==> config.mk <==
export PLATFORM = sky130hd
export DESIGN_NAME = hazard_fwd_pipe
export DESIGN_NICKNAME = d
export VERILOG_FILES = /design/src/rtl/hazard_fwd_pipe.sv
export SDC_FILE = /design/constraint.sdc
export NUM_CORES = 1
export LEC_CHECK = 0
export ABC_AREA = 1
export CELL_PAD_IN_SITES_DETAIL_PLACEMENT = 1
export CELL_PAD_IN_SITES_GLOBAL_PLACEMENT = 1
export CORE_MARGIN = 2
export CORE_UTILIZATION = 25
export CTS_CLUSTER_DIAMETER = 200
export CTS_CLUSTER_SIZE = 30
export DETAILED_ROUTE_END_ITERATION = 8
export GPL_TIMING_DRIVEN = 1
export PLACE_DENSITY_LB_ADDON = 0.1
export SLEW_MARGIN = 20
export SYNTH_ARGS = -nofsm -noshare
export SYNTH_HDL_FRONTEND = slang
export SYNTH_SLANG_ARGS = --single-unit
==> constraint.sdc <==
create_clock -name clock -period 1 [get_ports clock]
set_input_delay 0.1 -clock clock [delete_from_list [all_inputs] [get_ports clock]]
set_output_delay 0.1 -clock clock [all_outputs]
set_load 0.02 [all_outputs]
==> src/rtl/hazard_fwd_pipe.sv <==
// ---------------------------------------------------------------------------
// hazard_fwd_pipe
//
// Pipeline-side partner of the register file. Tracks destination, write
// enable and load (mem-to-reg) flags for the instructions in EX, MEM and WB.
// It drives the register file's forwarding inputs and its write port, and
// turns the register file's regok load-use flag into an IF/ID stall plus a
// single EX bubble per low cycle.
//
// Optional feature: define HAZARD_FWD_STATS_EN to add saturating stall and
// flush counters (stall_count / flush_count ports and STALL_CNT_W parameter).
//
// Ports
//   clock, reset          rising-edge clock, synchronous active-high reset
//   id_*                  decoded instruction fields (valid, reg_write,
//                         reg_des, mem_to_reg)
//   flush                 branch taken: kill the instruction in ID
//   regok                 register file: 0 = load-use hazard on ID operands
//   ex_result             ALU result of the instruction now in EX
//   mem_rdata             data-memory read data for the instruction in MEM
//   stall_ifid            hold PC and IF/ID this cycle
//   idex_*                EX-stage forwarding info (idex_data = ex_result)
//   exmem_*               MEM-stage forwarding info
//   reg_write, write_reg,
//   write_data            registered WB write port to the register file
//   stall_count,
//   flush_count           event counters (HAZARD_FWD_STATS_EN only)
// ---------------------------------------------------------------------------
module hazard_fwd_pipe #(
   parameter int DATA_W = 32,
   parameter int REG_AW = 5
`ifdef HAZARD_FWD_STATS_EN
   ,
   parameter int STALL_CNT_W = 16
`endif
) (
   input  logic              clock,
   input  logic              reset,
   input  logic              id_valid,
   input  logic              id_reg_write,
   input  logic [REG_AW-1:0] id_reg_des,
   input  logic              id_mem_to_reg,
   input  logic              flush,
   input  logic              regok,
   input  logic [DATA_W-1:0] ex_result,
   input  logic [DATA_W-1:0] mem_rdata,
   output logic              stall_ifid,
   output logic              idex_reg_write,
   output logic [REG_AW-1:0] idex_reg_des,
   output logic              idex_mem_to_reg,
   output logic [DATA_W-1:0] idex_data,
   output logic              exmem_reg_write,
   output logic [REG_AW-1:0] exmem_reg_des,
   output logic [DATA_W-1:0] exmem_data,
   output logic              reg_write,
   output logic [REG_AW-1:0] write_reg,
   output logic [DATA_W-1:0] write_data
`ifdef HAZARD_FWD_STATS_EN
   ,
   output logic [STALL_CNT_W-1:0] stall_count,
   output logic [STALL_CNT_W-1:0] flush_count
`endif
);

   logic              id_take;
   logic              exmem_mem_to_reg;
   logic [DATA_W-1:0] exmem_alu;

   // Flush wins over a load-use stall: the ID instruction is discarded anyway,
   // so holding IF/ID would only re-fetch the wrong-path instruction.
   assign stall_ifid = ~regok & ~flush & ~reset;

   // An instruction only enters EX when it is real, not killed and not stalled.
   assign id_take = id_valid & regok & ~flush;

   assign idex_data  = ex_result;
   assign exmem_data = exmem_mem_to_reg ? mem_rdata : exmem_alu;

   // NOTE: reset is synchronous, so it sits inside the clocked branch; every
   // pipeline register is cleared on the same edge, turning all stages into bubbles.
   always_ff @(posedge clock) begin
      if (reset) begin
         idex_reg_write   <= 1'b0;
         idex_reg_des     <= '0;
         idex_mem_to_reg  <= 1'b0;
         exmem_reg_write  <= 1'b0;
         exmem_reg_des    <= '0;
         exmem_mem_to_reg <= 1'b0;
         exmem_alu        <= '0;
         reg_write        <= 1'b0;
         write_reg        <= '0;
         write_data       <= '0;
      end else begin
         // NOTE: non-blocking assignments let every stage sample the previous
         // stage's old value on this edge, which is what makes it a pipeline.
         if (id_take) begin
            // Folding des != 0 into the enable keeps reg 0 writes inside the block.
            idex_reg_write  <= id_reg_write & (id_reg_des != '0);
            idex_reg_des    <= id_reg_des;
            idex_mem_to_reg <= id_mem_to_reg;
         end else begin
            idex_reg_write  <= 1'b0;
            idex_reg_des    <= '0;
            idex_mem_to_reg <= 1'b0;
         end

         exmem_reg_write  <= idex_reg_write;
         exmem_reg_des    <= idex_reg_des;
         exmem_mem_to_reg <= idex_mem_to_reg;
         exmem_alu        <= ex_result;

         // Registered WB port: stable for the whole cycle around the register
         // file's falling-edge write.
         reg_write  <= exmem_reg_write;
         write_reg  <= exmem_reg_des;
         write_data <= exmem_data;
      end
   end

`ifdef HAZARD_FWD_STATS_EN
   always_ff @(posedge clock) begin
      if (reset) begin
         stall_count <= '0;
         flush_count <= '0;
      end else begin
         if (stall_ifid && (stall_count != '1)) stall_count <= stall_count + 1'b1;
         if (flush && (flush_count != '1))      flush_count <= flush_count + 1'b1;
      end
   end
`endif

endmodule
# Word level (Yosys, flattened, before mapping)

Index checks and enable logic that the tools add are counted.

Muxes and demuxes: 1
Bitwise logic cells: 9
Reductions and logical operators: 2

Operators by type and width:

| operator           | count |
|---|---|
| $mux W32           | 1 |
| $and A1 B1 Y1      | 5 |
| $reduce_bool A5 Y1 | 1 |
| $not A1 Y1         | 4 |
| $reduce_or A2 Y1   | 1 |

Bits in registers: 84
Bits of input ports: 76
Output and inout bits: 116
Logic and storage cells: 22

# Logic depth before layout (Yosys ltp)

Word-level depth: 4
Mapped depth: 5
Depth with buffers taken out: 4

# Least setup slack after synthesis

No wires, ideal clock.

Path type: register -> output
Start: register exmem_mem_to_reg
End: output port exmem_data[20]
Data arrival time: 0.832 ns
Required time: 0.900 ns
Path slack: 0.068 ns
Cell stages (with the launch flop): 6
Buffers on the path: 2
Cell sequence: dfxtp_1 > buf_6 > clkinv_4 > buf_12 > nand2_2 > nand2_1

Longest elaborated chain between the ends: 1

RTL lines:

| what                   | RTL line | text |
|---|---|---|
| start, declared        | 66       | `logic exmem_mem_to_reg;` |
| start signal, assigned | 109      | `exmem_mem_to_reg <= idex_mem_to_reg;` |
| $mux W32               | 77       | `assign exmem_data = exmem_mem_to_reg ? mem_rdata : exmem_alu;` |
| end, declared          | 54       | `output logic [DATA_W-1:0] exmem_data,` |

Every way passes these cells.

# Final worst setup path

Start: register exmem_mem_to_reg
End: output port exmem_data[14]

The elaborated chain is that of the path after synthesis.

==> results.toml <==
[clock_tree]
clock_sinks = 84
clkTransAtPathRegs_ns = 0.06
cts_tree = "built"
worst_skew_pair.late_latency_ns = 0.34
h-tree-depth = 3
cts_buffers = 9
root_buffer = "clkbuf_16"
clock_path_buffers = 2
holdBufCountCts = 0

[power_and_ir_drop]
leakage_uw = 0.00280
peakVddDrop_v = 0.000931
powerDensity_nw_per_um2 = 1450

[logic_synthesis]
avgSynthCellArea_um2 = 8.22
synth_warnings = 0
synth_nets = 450
ys_seq_elements = 84
ys_seq_area_share_pct = 54.7
syn_area_um2 = 3070
synthCells = 374
ys_types = 15

[critical_path]
timing.rr.end = "write_data[22]$_SDFF_PP0_"
worstPathRequired_ns = 0.90
crit_fanout = 6
criticalPathCategory = "reg -> out"
arrival_ns = 1.24
startpoint_type = "flip-flop"
regToRegSetupSlack_ns = -0.08
r2r_cells = 6
worstReg2RegStart = "exmem_mem_to_reg$_SDFF_PP0_"
end_kind = "output pin"

[global_routing]
grt_overflow_total = 0
grt_pass1_wl_um = 14900
grt_pass1_vias = 3155
grtUsageTotal_pct = 14.7
grt_max_degree = 43
grt_antenna_before_repair = 0

[route]
vias_per_cell = 4.06
wl_met2_um = 5040
drc = 0
ant_nets = 0
routed_wl_um = 9570
avgRoutedWirePerCell_um = 12.7
wl_met1_um = 3590
drt-initial-drc-count = 66
dr_wl_met3_um = 762
highest_layer = "met4"
dr.pass1.iters = 4
vias = 3059

[sta]
period_minus_slack_ns = 1.34
hold_violations = 0
setup_ws_ns = -0.340
drv_slew = 0
fin_worst_skew_ns = 0.00444
fmax_mhz = 746
worstMarginPinSlew_ns = 0.464
hold_ws_ns = 0.154
slew_headroom_pct = 69.1
rsz0062_at_grt = "yes"
setup_violations = 33
post-route-period-util_pct = 134

[flow_run]
drv_cap = 0

[finish]
final_cell_mix = "83 x dfxtp_1, 74 x buf_4, 73 x clkdlybuf4s50_1"
layout.nets = 677
diodes = 0
final_common_cell = "dfxtp_1"
fillers = 1429
drive_gt1_share_pct = 43.6
reg.largest.list = "exmem_alu: 32 flops, write_data: 32 flops"
area_growth_pct = 83.2

[min_path]
hp-start = "regok"
holdPathEnd = "idex_reg_write$_SDFF_PP0_"
min_path_cells = 5
hold_class = "in -> reg"

[status]
violations = "setup timing"
run_status = "finished, violations left"

[die]
rows = 40
core_um2 = 12000
initial_core_util_pct = 25.6
dieArea_um2 = 13200
die_w_um = 115
ios = 192
die_h_um = 115

[placement]
hpwlAfterDp_um = 7290
gp_congestion = 0.741
place_ws_ns = -0.570
port_buffers = 191
-- critical path, stage by stage, from the launching register on --
cell,delay (ns)
dfxtp_4,0.41
inv_8,0.06
clkbuf_16,0.17
nand2_2,0.07
nand2_1,0.04
buf_2,0.15
-- metrics by stage --
stage | cells | area, um^2 | utilization (%) | setup TNS [ns] | total power, uW
after global routing | 753 | 5630 | 46.9 | -12.77 | 8540
after CTS | 751 | 5370 | 44.7 | -11.66 | 8210
after detailed placement | 735 | 5330 | 44.4 | -31.42 | 5000
after floorplan | 374 | 3070 | - | 0 | 4200
final | 753 | 5630 | 46.9 | -10.11 | 8180
after global placement | 735 | 5330 | 44.4 | -28.98 | 4980
-- worst max path at each step --
stage,startpoint,slack (ns),endpoint
after floorplan,exmem_mem_to_reg$_SDFF_PP0_,0.07,exmem_data[20]
after CTS,exmem_mem_to_reg$_SDFF_PP0_,-0.38,exmem_data[29]
after global placement,exmem_mem_to_reg$_SDFF_PP0_,-0.55,exmem_data[29]
after detailed placement,exmem_mem_to_reg$_SDFF_PP0_,-0.57,exmem_data[11]
after global routing,exmem_mem_to_reg$_SDFF_PP0_,-0.39,exmem_data[29]
final,exmem_mem_to_reg$_SDFF_PP0_,-0.34,exmem_data[14]
-- repair_timing --
item                                    CTS  global route
buffers inserted                          0             3
endpoints found under the setup margin  145            68
cloned                                    0             1
pin swaps                                 1             4
gates resized for setup                 465           100
-- cell type report --
class | count | area, um^2 | area share [%]
flip-flops and latches | 84 | 1690 | 29.9
inverters | 53 | 206 | 3.67
repair buffers | 264 | 2260 | 40.2
multi-input cells | 189 | 988 | 17.6
well taps | 147 | 184 | 3.27
clock buffers | 16 | 302 | 5.36
-- layer usage --
| layer | track usage [%] | vias to the layer above |
|---|---|---|
| li1 | - | 1523 |
| met1 | 15.3 | 1418 |
| met3 | 5.17 | 11 |
| met5 | 0 | - |
| met4 | 6.99 | 0 |
| met2 | 26.2 | 107 |
-- cells in the mapped netlist (all sizes together) --
cell    count  area, um^2
nor3        1        5.00
dfxtp      84        1680
buf        47         387
nand2     100         403
nor2       55         206
clkbuf      1        3.75
clkinv      1        8.76
inv        52         195
nand3       1        5.00
a21oi      32         179
-- report_power, final --
part	internal [uW]	leakage [uW]	switching, uW	total, uW
logic	719	0.00196	645	1360
registers	3480	0.000692	56.0	3530
clock network	2020	0.000149	1250	3280
total	6220	0.00280	1950	8180
-- kinds of logic after synthesis --
| group | share of synthesized area (%) |
|---|---|
| compound gates | 5.82 |
| buf+inv | 19.3 |
| flops | 54.7 |
| simple gates | 20.1 |
Note: power is estimated with default switching activity, not from simulation.
